## src/rtl/fall_engine.sv

```systemverilog
// -----------------------------------------------------------------------------
// fall_engine
//   Falling-character game engine. SLOTS independent lanes each hold one ASCII
//   character with a y position and a fall speed. Spawns from the generator
//   are accepted into free lanes, frame ticks move characters down, keypresses
//   remove the lowest matching character, and misses cost lives. The game
//   runs an IDLE / PLAY / PAUSE / OVER flow and offers a registered per-lane
//   read port to the renderer.
//
// Ports
//   clk, rst_n                       clock, asynchronous active-low reset
//   start, pause_tgl                 1-cycle control pulses
//   frame_tick                       1-cycle movement step pulse
//   key_valid, key_ascii             1-cycle keypress with its ASCII code
//   spawn_valid/slot/ascii/speed     spawn offer from the generator
//   spawn_ready                      spawn accepted when valid && ready
//   rd_slot -> rd_active/ascii/y     registered lane read (1-cycle latency)
//   state                            0 IDLE, 1 PLAY, 2 OVER, 3 PAUSE
//   score, lives                     game counters
//   gameover                         1-cycle pulse on PLAY->OVER
//
// Handshake: spawn_valid may be held for any number of cycles; a spawn is
// taken on every rising edge where spawn_valid && spawn_ready are both high.
// spawn_ready is combinational from state, spawn_slot and lane occupancy.
// -----------------------------------------------------------------------------
module fall_engine #(
   parameter int SLOTS       = 8,
   parameter int SLOT_W      = 3,
   parameter int Y_W         = 10,
   parameter int SPEED_W     = 3,
   parameter int LOWER_BOUND = 480,
   parameter int SCORE_W     = 8,
   parameter int MAX_LIVES   = 3
) (
   input  logic               clk,
   input  logic               rst_n,
   input  logic               start,
   input  logic               pause_tgl,
   input  logic               frame_tick,
   input  logic               key_valid,
   input  logic [7:0]         key_ascii,
   input  logic               spawn_valid,
   input  logic [SLOT_W-1:0]  spawn_slot,
   input  logic [7:0]         spawn_ascii,
   input  logic [SPEED_W-1:0] spawn_speed,
   output logic               spawn_ready,
   input  logic [SLOT_W-1:0]  rd_slot,
   output logic               rd_active,
   output logic [7:0]         rd_ascii,
   output logic [Y_W-1:0]     rd_y,
   output logic [1:0]         state,
   output logic [SCORE_W-1:0] score,
   output logic [2:0]         lives,
   output logic               gameover
);

   typedef enum logic [1:0] {
      S_IDLE  = 2'd0,
      S_PLAY  = 2'd1,
      S_OVER  = 2'd2,
      S_PAUSE = 2'd3
   } state_t;

   state_t               state_q, state_d;
   logic [SLOTS-1:0]     active_q, active_d;
   logic [Y_W-1:0]       y_q     [SLOTS];
   logic [Y_W-1:0]       y_d     [SLOTS];
   logic [7:0]           ascii_q [SLOTS];
   logic [7:0]           ascii_d [SLOTS];
   logic [SPEED_W-1:0]   speed_q [SLOTS];
   logic [SPEED_W-1:0]   speed_d [SLOTS];
   logic [SCORE_W-1:0]   score_q, score_d;
   logic [2:0]           lives_q, lives_d;
   logic                 gameover_q, gameover_d;
   logic                 rd_active_q, rd_active_d;
   logic [7:0]           rd_ascii_q, rd_ascii_d;
   logic [Y_W-1:0]       rd_y_q, rd_y_d;

   // Per-lane movement result for a tick, computed from pre-tick positions.
   logic [Y_W:0]         y_sum  [SLOTS];
   logic [Y_W-1:0]       y_next [SLOTS];
   logic [SLOTS-1:0]     miss;

   // Key match: lowest character on screen (largest y), lowest index on a tie.
   logic                 match_found;
   logic [SLOT_W-1:0]    match_idx;
   logic [Y_W-1:0]       match_y;
   logic                 key_hit;

   logic                 spawn_slot_ok;
   logic                 spawn_sel_active;
   logic                 spawn_fire;
   int unsigned          miss_cnt;

   // ---------------------------------------------------------------------------
   // Spawn handshake
   // ---------------------------------------------------------------------------
   always_comb begin
      spawn_slot_ok    = 1'b0;
      spawn_sel_active = 1'b0;
      for (int i = 0; i < SLOTS; i++) begin
         if (spawn_slot == SLOT_W'(i)) begin
            spawn_slot_ok    = 1'b1;
            spawn_sel_active = active_q[i];
         end
      end
   end

   assign spawn_ready = (state_q == S_PLAY) && spawn_slot_ok && !spawn_sel_active;
   assign spawn_fire  = spawn_valid && spawn_ready;

   // ---------------------------------------------------------------------------
   // Key match search
   // ---------------------------------------------------------------------------
   always_comb begin
      match_found = 1'b0;
      match_idx   = '0;
      match_y     = '0;
      for (int i = 0; i < SLOTS; i++) begin
         // Strict '>' keeps the earlier (lower) index when positions tie.
         if (active_q[i] && (ascii_q[i] == key_ascii) && (!match_found || (y_q[i] > match_y))) begin
            match_found = 1'b1;
            match_idx   = SLOT_W'(i);
            match_y     = y_q[i];
         end
      end
   end

   assign key_hit = (state_q == S_PLAY) && key_valid && match_found;

   // ---------------------------------------------------------------------------
   // Movement: saturating add, then miss test against the lower bound
   // ---------------------------------------------------------------------------
   always_comb begin
      for (int i = 0; i < SLOTS; i++) begin
         y_sum[i]  = {1'b0, y_q[i]} + (Y_W + 1)'(speed_q[i]);
         y_next[i] = y_sum[i][Y_W] ? {Y_W{1'b1}} : y_sum[i][Y_W-1:0];
         miss[i]   = (32'(y_next[i]) >= LOWER_BOUND);
      end
   end

   // ---------------------------------------------------------------------------
   // Next-state logic
   // ---------------------------------------------------------------------------
   always_comb begin
      state_d    = state_q;
      active_d   = active_q;
      y_d        = y_q;
      ascii_d    = ascii_q;
      speed_d    = speed_q;
      score_d    = score_q;
      lives_d    = lives_q;
      gameover_d = 1'b0;
      miss_cnt   = 0;

      case (state_q)
         S_IDLE: begin
            if (start) begin
               state_d  = S_PLAY;
               active_d = '0;
               for (int i = 0; i < SLOTS; i++) begin
                  y_d[i]     = '0;
                  ascii_d[i] = '0;
                  speed_d[i] = '0;
               end
               score_d = '0;
               lives_d = 3'(MAX_LIVES);
            end
         end

         S_PLAY: begin
            if (key_hit && (score_q != {SCORE_W{1'b1}})) begin
               score_d = score_q + 1'b1;
            end
            for (int i = 0; i < SLOTS; i++) begin
               if (key_hit && (match_idx == SLOT_W'(i))) begin
                  // The keyed lane is removed before the tick can move or miss it.
                  active_d[i] = 1'b0;
               end else if (frame_tick && active_q[i]) begin
                  if (miss[i]) begin
                     active_d[i] = 1'b0;
                     miss_cnt    = miss_cnt + 1;
                  end else begin
                     y_d[i] = y_next[i];
                  end
               end
               // A spawn only targets a free lane, so it never overlaps the cases above.
               if (spawn_fire && (spawn_slot == SLOT_W'(i))) begin
                  active_d[i] = 1'b1;
                  y_d[i]      = '0;
                  ascii_d[i]  = spawn_ascii;
                  speed_d[i]  = spawn_speed;
               end
            end
            if (frame_tick) begin
               lives_d = (miss_cnt >= 32'(lives_q)) ? 3'd0 : (lives_q - 3'(miss_cnt));
            end
            if (frame_tick && (lives_d == 3'd0)) begin
               state_d    = S_OVER;
               gameover_d = 1'b1;
            end else if (pause_tgl) begin
               state_d = S_PAUSE;
            end
         end

         S_PAUSE: begin
            if (pause_tgl) begin
               state_d = S_PLAY;
            end
         end

         S_OVER: begin
            if (start) begin
               state_d = S_IDLE;
            end
         end

         default: state_d = S_IDLE;
      endcase
   end

   // ---------------------------------------------------------------------------
   // Read port: samples lane contents as they stood before this edge
   // ---------------------------------------------------------------------------
   always_comb begin
      rd_active_d = 1'b0;
      rd_ascii_d  = '0;
      rd_y_d      = '0;
      for (int i = 0; i < SLOTS; i++) begin
         if (rd_slot == SLOT_W'(i)) begin
            rd_active_d = active_q[i];
            rd_ascii_d  = ascii_q[i];
            rd_y_d      = y_q[i];
         end
      end
   end

   // ---------------------------------------------------------------------------
   // Registers
   // ---------------------------------------------------------------------------
   always_ff @(posedge clk or negedge rst_n) begin
      if (!rst_n) begin
         state_q    <= S_IDLE;
         active_q   <= '0;
         for (int i = 0; i < SLOTS; i++) begin
            y_q[i]     <= '0;
            ascii_q[i] <= '0;
            speed_q[i] <= '0;
         end
         score_q     <= '0;
         lives_q     <= 3'(MAX_LIVES);
         gameover_q  <= 1'b0;
         rd_active_q <= 1'b0;
         rd_ascii_q  <= '0;
         rd_y_q      <= '0;
      end else begin
         state_q     <= state_d;
         active_q    <= active_d;
         y_q         <= y_d;
         ascii_q     <= ascii_d;
         speed_q     <= speed_d;
         score_q     <= score_d;
         lives_q     <= lives_d;
         gameover_q  <= gameover_d;
         rd_active_q <= rd_active_d;
         rd_ascii_q  <= rd_ascii_d;
         rd_y_q      <= rd_y_d;
      end
   end

   assign state     = state_q;
   assign score     = score_q;
   assign lives     = lives_q;
   assign gameover  = gameover_q;
   assign rd_active = rd_active_q;
   assign rd_ascii  = rd_ascii_q;
   assign rd_y      = rd_y_q;

endmodule

```

## config.mk

```make
export PLATFORM = sky130hd
export DESIGN_NAME = fall_engine
export DESIGN_NICKNAME = d
export VERILOG_FILES = /design/src/rtl/fall_engine.sv
export SDC_FILE = /design/constraint.sdc
export NUM_CORES = 1
export LEC_CHECK = 0
export BUFFER_PORTS_ARGS = -buffer_cell sky130_fd_sc_hd__buf_2
export CORE_UTILIZATION = 30
export CTS_CLUSTER_DIAMETER = 80
export DETAILED_ROUTE_END_ITERATION = 7
export PLACE_DENSITY = 0.54
export SLEW_MARGIN = 20
export SYNTH_ARGS = -nofsm -noshare
export SYNTH_HDL_FRONTEND = slang
export SYNTH_SLANG_ARGS = --single-unit
```

## constraint.sdc

```tcl
create_clock -name clk -period 22.9 [get_ports clk]
set_clock_uncertainty 0.05 [all_clocks]
set_input_delay 6.87 -clock clk [delete_from_list [all_inputs] [get_ports clk]]
set_output_delay 6.87 -clock clk [all_outputs]
set_load 0.1 [all_outputs]
```

==> results.md, run 1 <==
- The run finished, with violations left.
- The final reports fail on setup timing.
- After synthesis the netlist holds a flip-flop and latch count of 209.
- The combined global-route utilization of all metal layers is 21.6%.
- Once the floorplan was initialized, standard cells occupied 30.5% of the core.
- The number of hold-slack violations in the final timing report is 0.
- The first routing iteration left 1135 violations.
- For this design, the CTS-stage hold fixing added 0 buffers.
- After technology mapping, the gate count stands at 1914.
- Yosys attributes the largest share of cell area to dfrtp_1 33%, ha_1 8.4%, nand2_1 7.1%, o21ai_0 6.1%, a21oi_1 5.2%.
- The library cell occupying the most area in the post-synthesis netlist is dfrtp_1.
- Counting flops with a built-in enable in the synthesized netlist gives 0.
- The congestion estimate from routability-driven global placement came to 0.951.
- The core area is 51500 um2.
- Measured along the y axis, the die boundary spans 231 um.
- On the final layout, the worst hold slack is 0.430 ns.
- At the later pin of the worst-skew pair, clock insertion delay measures 0.60 ns.
- The number of max-cap violations is 0.
- The final critical-path share of the clock period is 105%.
- The tightest min-delay check is of the flip-flop to flip-flop type.
- Yosys mapped the design onto 85 distinct sky130hd cell types.
- Sequential elements use 33.3% of the synthesized area.
- In this run the remaining antenna-violating nets after routing total 0.
- Counting cells, the worst reg-to-reg path comes to 88.
- The core utilization of the finished layout is 39.4%.
- In this run the biggest area consumer among cell types represents 32.9% of the synthesized area.
- The max-slew headroom at the worst pin is 19.8%.
- For this run the aggregate overflow at the end of global routing stands at 0.
- The number of nets at the end of the flow is 2283.
- Setup violations remaining at the end of the flow were counted as 6.
- The deepest level of the CTS H-tree is 1.
- The final-layout setup total negative slack is -6.58 ns.
- The area of the die is 53400 um2.
- The library cell with the highest instance count after synthesis is nand2_1.
- Clock tree synthesis inserted a total of 28 buffers.
- After synthesis, the most frequently instantiated cells are 296 x nand2_1, 207 x dfrtp_1, 192 x o21ai_0.
- The clock tree from TritonCTS is built.
- The root buffer cell chosen for the clock tree is clkbuf_16.
- Timing would allow up to 41.6 MHz.
- Cells with a size suffix above 1 make up 24.4% of the layout.
- The maximum VDD drop is 0.0839 mV.
- The initial antenna violation count is 4.
- For this run, the slowest stage of the critical path takes 0.54 ns.
- The maximum number of pins on one net before global-route repair is 77.
- For this design the ratio of total power to cell area is 89.5 nW/um2.
- The static leakage power is 0.00925 uW.
- The element type at the critical path start is an input pin.
- The total placed cells including tap cells is 2718.
- After the flow finishes, the layout carries non-filler instances totaling 2839.
- In the post-route analysis, the smallest setup slack over all paths is -1.12 ns.
- The worst setup path is of the input pin to flip-flop kind.
- The detailed placement HPWL is 42000 um.
- The maximum clock insertion buffer count is 3.
- The sort of element at the end of the critical path is a flip-flop.
- Input and output buffers added on the ports amount to 65.
- Yosys printed 0 warnings.
- After synthesis, the share of flip-flops with an asynchronous set or reset is 100%.
- Setup repair after global routing could not meet its margin everywhere.
- Summing over every cut layer, the via total after detailed routing is 15238.
- For the pin with the worst max-slew slack, the measured transition is 1.20 ns.
- The floorplan has 83 rows.
- The data required time of the worst path is 23.34 ns.
- The cell depth of the worst min-delay path is 2.
- For this design the top-level I/O count stands at 66.
- The first-pass GRT wire length is 89500 um.
- The clock drives 209 sinks.
- The number of vias per cell is 5.37.
- The iteration count of the initial detailed-routing pass is 5.
- After detailed routing, the number of remaining DRC violations is 0.
- The via count of the first global-routing pass came to 15062.
- The post-detailed-routing wire length is 58200 um.
- Summing internal, switching and leakage power gives 1820 uW.
- The worst path arrival time is 24.46 ns.
- After detailed routing, the average wire length per cell comes to 20.5 um.
- The per-instance average area after synthesis is 8.22 um2.
- Measured along the x axis, the die boundary spans 231 um.
- The area added between synthesis and finish is 29.1%.
- In this design, the critical path's most frequently occurring cell is ha_4.
- The clock edge transition at the registers on the reported setup and hold paths is 0.06 ns.
- The number of max-slew violations in the final report came to 0.
- The time the final worst path needs with I/O delays and setup is 24.02 ns.
- In this run the worst path has a maximum fanout of 8.
- The netlist area before placement is 15700 um2.
- The cell at the slowest stage of the critical path is or4_4.
- For this run, the leading register cell type out of synthesis is dfrtp_1.
- Counting every net in the synthesized netlist gives 2061.
[sequential cells by signal (all words and copies together) (netlist names)]
register   count
rd_active      1
score          8
speed_q       24
y_q           80
state          2
rd_y          10
lives          3
ascii_q       64
gameover       1
active_q       8
rd_ascii       8
[report_power, final]
group          switching, uW  total, uW  internal (uW)  leakage, uW
Sequential               135        596            461      0.00280
Combinational            463        756            293      0.00596
Clock                    187        465            278     0.000490
Total                    786       1820           1030      0.00925
[placed cells by master, fill, tap and decap left out, types with 11 or more instances in the layout]
cell type,n
inv_1,94
clkbuf_16,28
a21oi_1,146
nand2b_1,11
a21oi_2,20
mux2_4,11
o22a_1,11
xor2_1,34
mux2i_1,29
nor2b_1,20
nor2_1,133
nand3_1,40
o221ai_1,15
o31ai_1,11
ha_1,75
nor3_1,22
nand4_1,31
and3_1,13
buf_4,197
a31oi_1,26
ha_4,31
xnor2_1,54
and2_1,13
dfrtp_1,207
a22o_1,15
o211ai_1,17
buf_2,60
nand2_1,288
buf_6,17
a21o_1,32
o21ai_0,177
a211oi_1,11
[final timing paths]
kind / from / to / slack [ns]
max: key_ascii[2] / state[0] / -1.12
min: speed_q[15] / speed_q[15] / 0.43
max reg2reg: ascii_q[61] / state[0] / 4.79
min reg2reg: speed_q[15] / speed_q[15] / 0.43
max in group asynchronous: rst_n / y_q[24] / 14.53
min in group asynchronous: rst_n / y_q[63] / 6.17
[cell type report]
class,instances,area [um2]
sequential,209,5230
tap,680,851
timing repair buffer,281,2090
fill,5296,31200
inverter,100,378
antenna,1,2.50
multi-input combinational,1516,10800
clock buffer,40,836
clock inverter,12,150
[routing by layer]
metal	track usage, %	vias up	wire length [um]
li1	-	7269	-
met1	29.6	7379	26200
met2	34.7	468	26700
met3	2.50	120	2880
met4	8.46	2	2420
met5	0	-	15
[cells by family after synthesis]
| kind of cell | synth area share [%] |
|---|---|
| xor+xnor | 5.73 |
| mux | 4.57 |
| fa+ha+maj | 9.58 |
| buf+inv | 4.82 |
| compound gates | 22.3 |
| flops | 33.3 |
| simple gates | 19.7 |
[worst max-delay path: cells and delay by family]
| kind | cells | cell delay [ns] |
|---|---|---|
| compound gates | 33 | 6.45 |
| simple gates | 24 | 4.12 |
| fa+ha+maj | 15 | 3.69 |
| mux | 7 | 1.98 |
| buf+inv | 9 | 1.19 |
| xor+xnor | 1 | 0.13 |
[what timing repair did]
action | in CTS | in global routing
setup buffers | 49 | 16
setup endpoints to repair | 6 | 6
pin swaps | 62 | 53
cloned | 3 | 0
resized for setup | 89 | 75
[stage by stage]
stage	instance area (um2)	worst slack (ns)
global placement	18000	-1.53
detailed placement	18000	-1.82
floorplan	16100	-1.04
global route	20300	-1.80
finish	20300	-1.12
CTS	19700	-0.519
No activity file was read; power rests on OpenSTA's default activity.
==> inputs of run 2 (changes only) <==
ABC_AREA = 1   (was default)
SKIP_CTS_REPAIR_TIMING = 1   (was default)
==> run 2 against run 1 <==
Compared with the run above: the flow now finishes without violations; worst setup slack better by 2.1 ns; flip-flop and latch count unchanged; first-iteration DRC count down 0.53%; non-clock buffer count down 66; sequential share of layout area up 0.21 points; total power up 9.9%; combinational power up 19%; largest power group unchanged; worst hold slack better by 0.034 ns; final area down 0.82%; via count up 7.4%; utilization down 1.9 points; die area up 3.5%.
==> results.md, run 2 <==
- The run finished with clean final reports.
- The top cell types in the final layout, fill and taps aside, are 516 x nand2_1, 305 x inv_1, 207 x dfrtp_1.
- The cell at the slowest stage of the critical path is ha_1.
- In this run the power density over the cells is 99.2 nW/um2.
- The commonest register cell after synthesis is dfrtp_1.
- The initial utilization of the core area, before any placement, comes to 30.3%.
- The netlist area before placement is 16300 um2.
- The largest registers in the layout are y_q: 80 flops, ascii_q: 64 flops, speed_q: 24 flops.
- The library cell occupying the most area in the post-synthesis netlist is dfrtp_1.
- By count the netlist is led by 562 x nand2_1, 311 x inv_1, 248 x o21ai_0.
- The time the final worst path needs with I/O delays and setup is 21.96 ns.
- The die covers 55200 um2.
- The iteration count of the initial detailed-routing pass is 5.
- The synthesized netlist devotes 2.37% of its cell area to XOR and XNOR gates.
- The number of max-slew violations in the final report is 0.
- The via count of the first global-routing pass is 15720.
- For this run, the top clock speed supported by timing is 45.5 MHz.
- The synthesized design contains 0 enable-type register cells.
- Synthesis inferred 209 register bits.
- More flip-flops sit in one register than any other, and that register is y_q.
- The total placed cells including tap cells is 3112.
- Leaving out fill and tap cells, the most frequent cell in the layout is nand2_1.
- The cell that appears most often on the critical path is nand2_1.
- The core area is 53700 um2.
- Once detail routing completed, the nets flagged for antenna violations numbered 0.
- The number of cells in the finished layout apart from fillers is 3190.
- The first-pass GRT wire length is 89300 um.
- Input and output buffers added on the ports amount to 65.
- The number of hold-slack violations in the final timing report came to 0.
- The synthesized design devotes to its leading area cell type 31.8% of total area.
- The number of distinct library cell variants in the gate-level netlist after synthesis is 63.
- The insertion delay of the later-clocked pin in the worst-skew pair is 0.60 ns.
- The main combinational cell family by area after synthesis is simple AND/OR/NAND/NOR gates.
- The buffer cell driving the clock tree root is clkbuf_16.
- On the worst path, the slowest cell contributes a delay of 0.34 ns.
- From bottom edge to top edge, the die measures 235 um.
- After clock tree synthesis, the clock-pin slew on the worst setup and hold paths is 0.06 ns.
- In this run the horizontal extent of the chip is 235 um.
- After detailed routing, the total wire length is 58000 um.
- The tightest hold path in the finished design has a slack of 0.464 ns.
- The number of ports placed on the die boundary is 66.
- Sequential cells were found to cover 32.1% of the synthesized design area.
- The max-slew headroom at the worst pin is 5.84%.
- The final-layout setup total negative slack is 0 ns.
- The area added between synthesis and finish is 23.7%.
- In this run the number of H-tree levels came out at 1.
- The clock sink count is 209.
- IR analysis of the VDD net gives a maximum drop of 0.102 mV.
- The number of buffers added by the clock tree synthesis step is 29.
- The worst-margin pin slew is 1.41 ns.
- Data on the critical path is required at its endpoint by 23.38 ns.
- In the synthesized netlist the async set-or-reset flop fraction comes to 100%.
- Cells with a size suffix above 1 make up 21.9% of the layout.
- The clock tree from TritonCTS is built.
- The maximum number of pins on one net before global-route repair is 102.
- Of the total synthesized cell area, the portion taken by full adders, half adders and majority gates is 9.25%.
- The number of nets at the end of the flow is 2618.
- Counting every net in the synthesized netlist gives 2420.
- The number of flip-flops under the largest register name is 80.
- The library cell with the highest instance count after synthesis is nand2_1.
- The synthesized-area fraction occupied by ao, oa, aoi and oai cells is 16.5%.
- The class of the most critical setup path is input pin to flip-flop.
- The filler cell count in the final layout is 5581.
- The tool flagged a number of max-cap violations equal to 0.
- The per-instance average area after synthesis is 7.16 um2.
- For this block, the initial DRC count from the detailed router was 1129.
- By area the synthesized netlist is led by dfrtp_1 32%, nand2_1 13%, ha_1 8.1%, o21ai_0 7.6%, inv_1 7.2%.
- The floorplan has 85 rows.
- The path type of the worst min-delay path is flip-flop to flip-flop.
- For this run, the number of Yosys warnings is 0.
- The static leakage power is 0.00987 uW.
- The routed via count is 16363.
- The initial antenna violation count is 4.
- The total overflow reported by the global router is 0.
- The multiplexer fraction of the synthesized cell area is 2.07%.
- The post-synthesis share of cell area spent on and, or, nand and nor gates is 28.3%.
- Across every metal layer, demand over resource in global routing totals 20.5%.
- The placer's final routability congestion estimate is 0.913.
- Along the worst path, the maximum fanout reaches 14.
- The worst setup path is captured at a flip-flop.
- The instance count of the mapped netlist is 2273.
- The number of vias per cell is 5.13.
- The maximum clock insertion buffer count is 3.
- The element type at the critical path start is an input pin.
- The final routed DRC violation total is 0.
- The setup violation total in the final timing report is 0.
- Detailed placement ended at an HPWL of 44300 um.
- The worst path arrival time is 22.44 ns.
- In the finished design, the share of the clock period the worst path needs comes to 95.9%.
- Dividing the detail-routed wire length by the instance count gives 18.2 um.
[run 2: cell count changes after synthesis, moves of 16 or more]
cell      before  now
a31oi_1       34    5
a21oi_1      165   93
nand2_1      296  562
inv_1        100  311
nor2_1       144  168
nand2_2        0   28
o21ai_0      192  248
clkbuf_1      73   40
a21o_1        33    2
nor2b_1       23    0
mux2_2        14   30
xnor2_1       60   10
nand3_1       42  108
mux2i_1       34    0
[run 2: final timing paths]
path                         startpoint     endpoint  slack (ns)  cells after the start
max                        key_ascii[2]     state[1]        0.94                    126
min                          speed_q[5]   speed_q[5]        0.46                      1
max reg2reg                 ascii_q[57]     state[1]        6.93                    125
min reg2reg                  speed_q[5]   speed_q[5]        0.46                      1
max in group asynchronous         rst_n  active_q[3]       14.43                      3
min in group asynchronous         rst_n  ascii_q[52]        6.31                      1
[run 2: cell type report]
| class | count | area (um2) | area share [%] |
|---|---|---|---|
| clock inverter | 17 | 228 | 1.13 |
| tap | 696 | 871 | 4.32 |
| inverter | 336 | 1270 | 6.32 |
| clock buffer | 36 | 802 | 3.98 |
| multi-input combinational | 1679 | 10200 | 50.8 |
| sequential | 209 | 5230 | 26.0 |
| antenna | 1 | 2.50 | 0.0124 |
| timing repair buffer | 215 | 1500 | 7.45 |
| timing repair inverter | 1 | 7.51 | 0.0373 |
[run 2: per-layer routing]
metal | track usage [%] | up-vias | part of all wire (%)
met1 | 27.4 | 7910 | 46
met2 | 35.0 | 410 | 47
met5 | 0 | - | 0.066
met3 | 2.14 | 86 | 4.3
met4 | 5.74 | 6 | 2.7
li1 | - | 7951 | -
[run 2: logic make-up after synthesis]
logic type | after synthesis
fa+ha+maj | 115
buf+inv | 392
mux | 30
xor+xnor | 44
compound gates | 462
flops | 209
simple gates | 1021
[run 2: worst max-delay path, delay by kind of cell]
family	cells	cell delay, ns
compound gates	20	2.24
fa+ha+maj	14	3.63
mux	1	0.31
buf+inv	19	2.08
simple gates	72	7.27
[run 2: through the flow]
stage	total power (uW)	area, um2	utilization (%)	setup slack [ns]
after CTS	1970	19300	36.0	-0.699
after global routing	2130	20100	37.5	-0.109
final	2000	20100	37.5	0.940
after global placement	1450	18300	34.0	-0.635
after detailed placement	1460	18300	34.0	-1.26
after floorplan	1190	16300	-	0.181
[run 2: where the power goes]
group	switching, uW	internal (uW)	total, uW
Combinational	636	263	899
Clock	191	304	495
Sequential	114	489	603
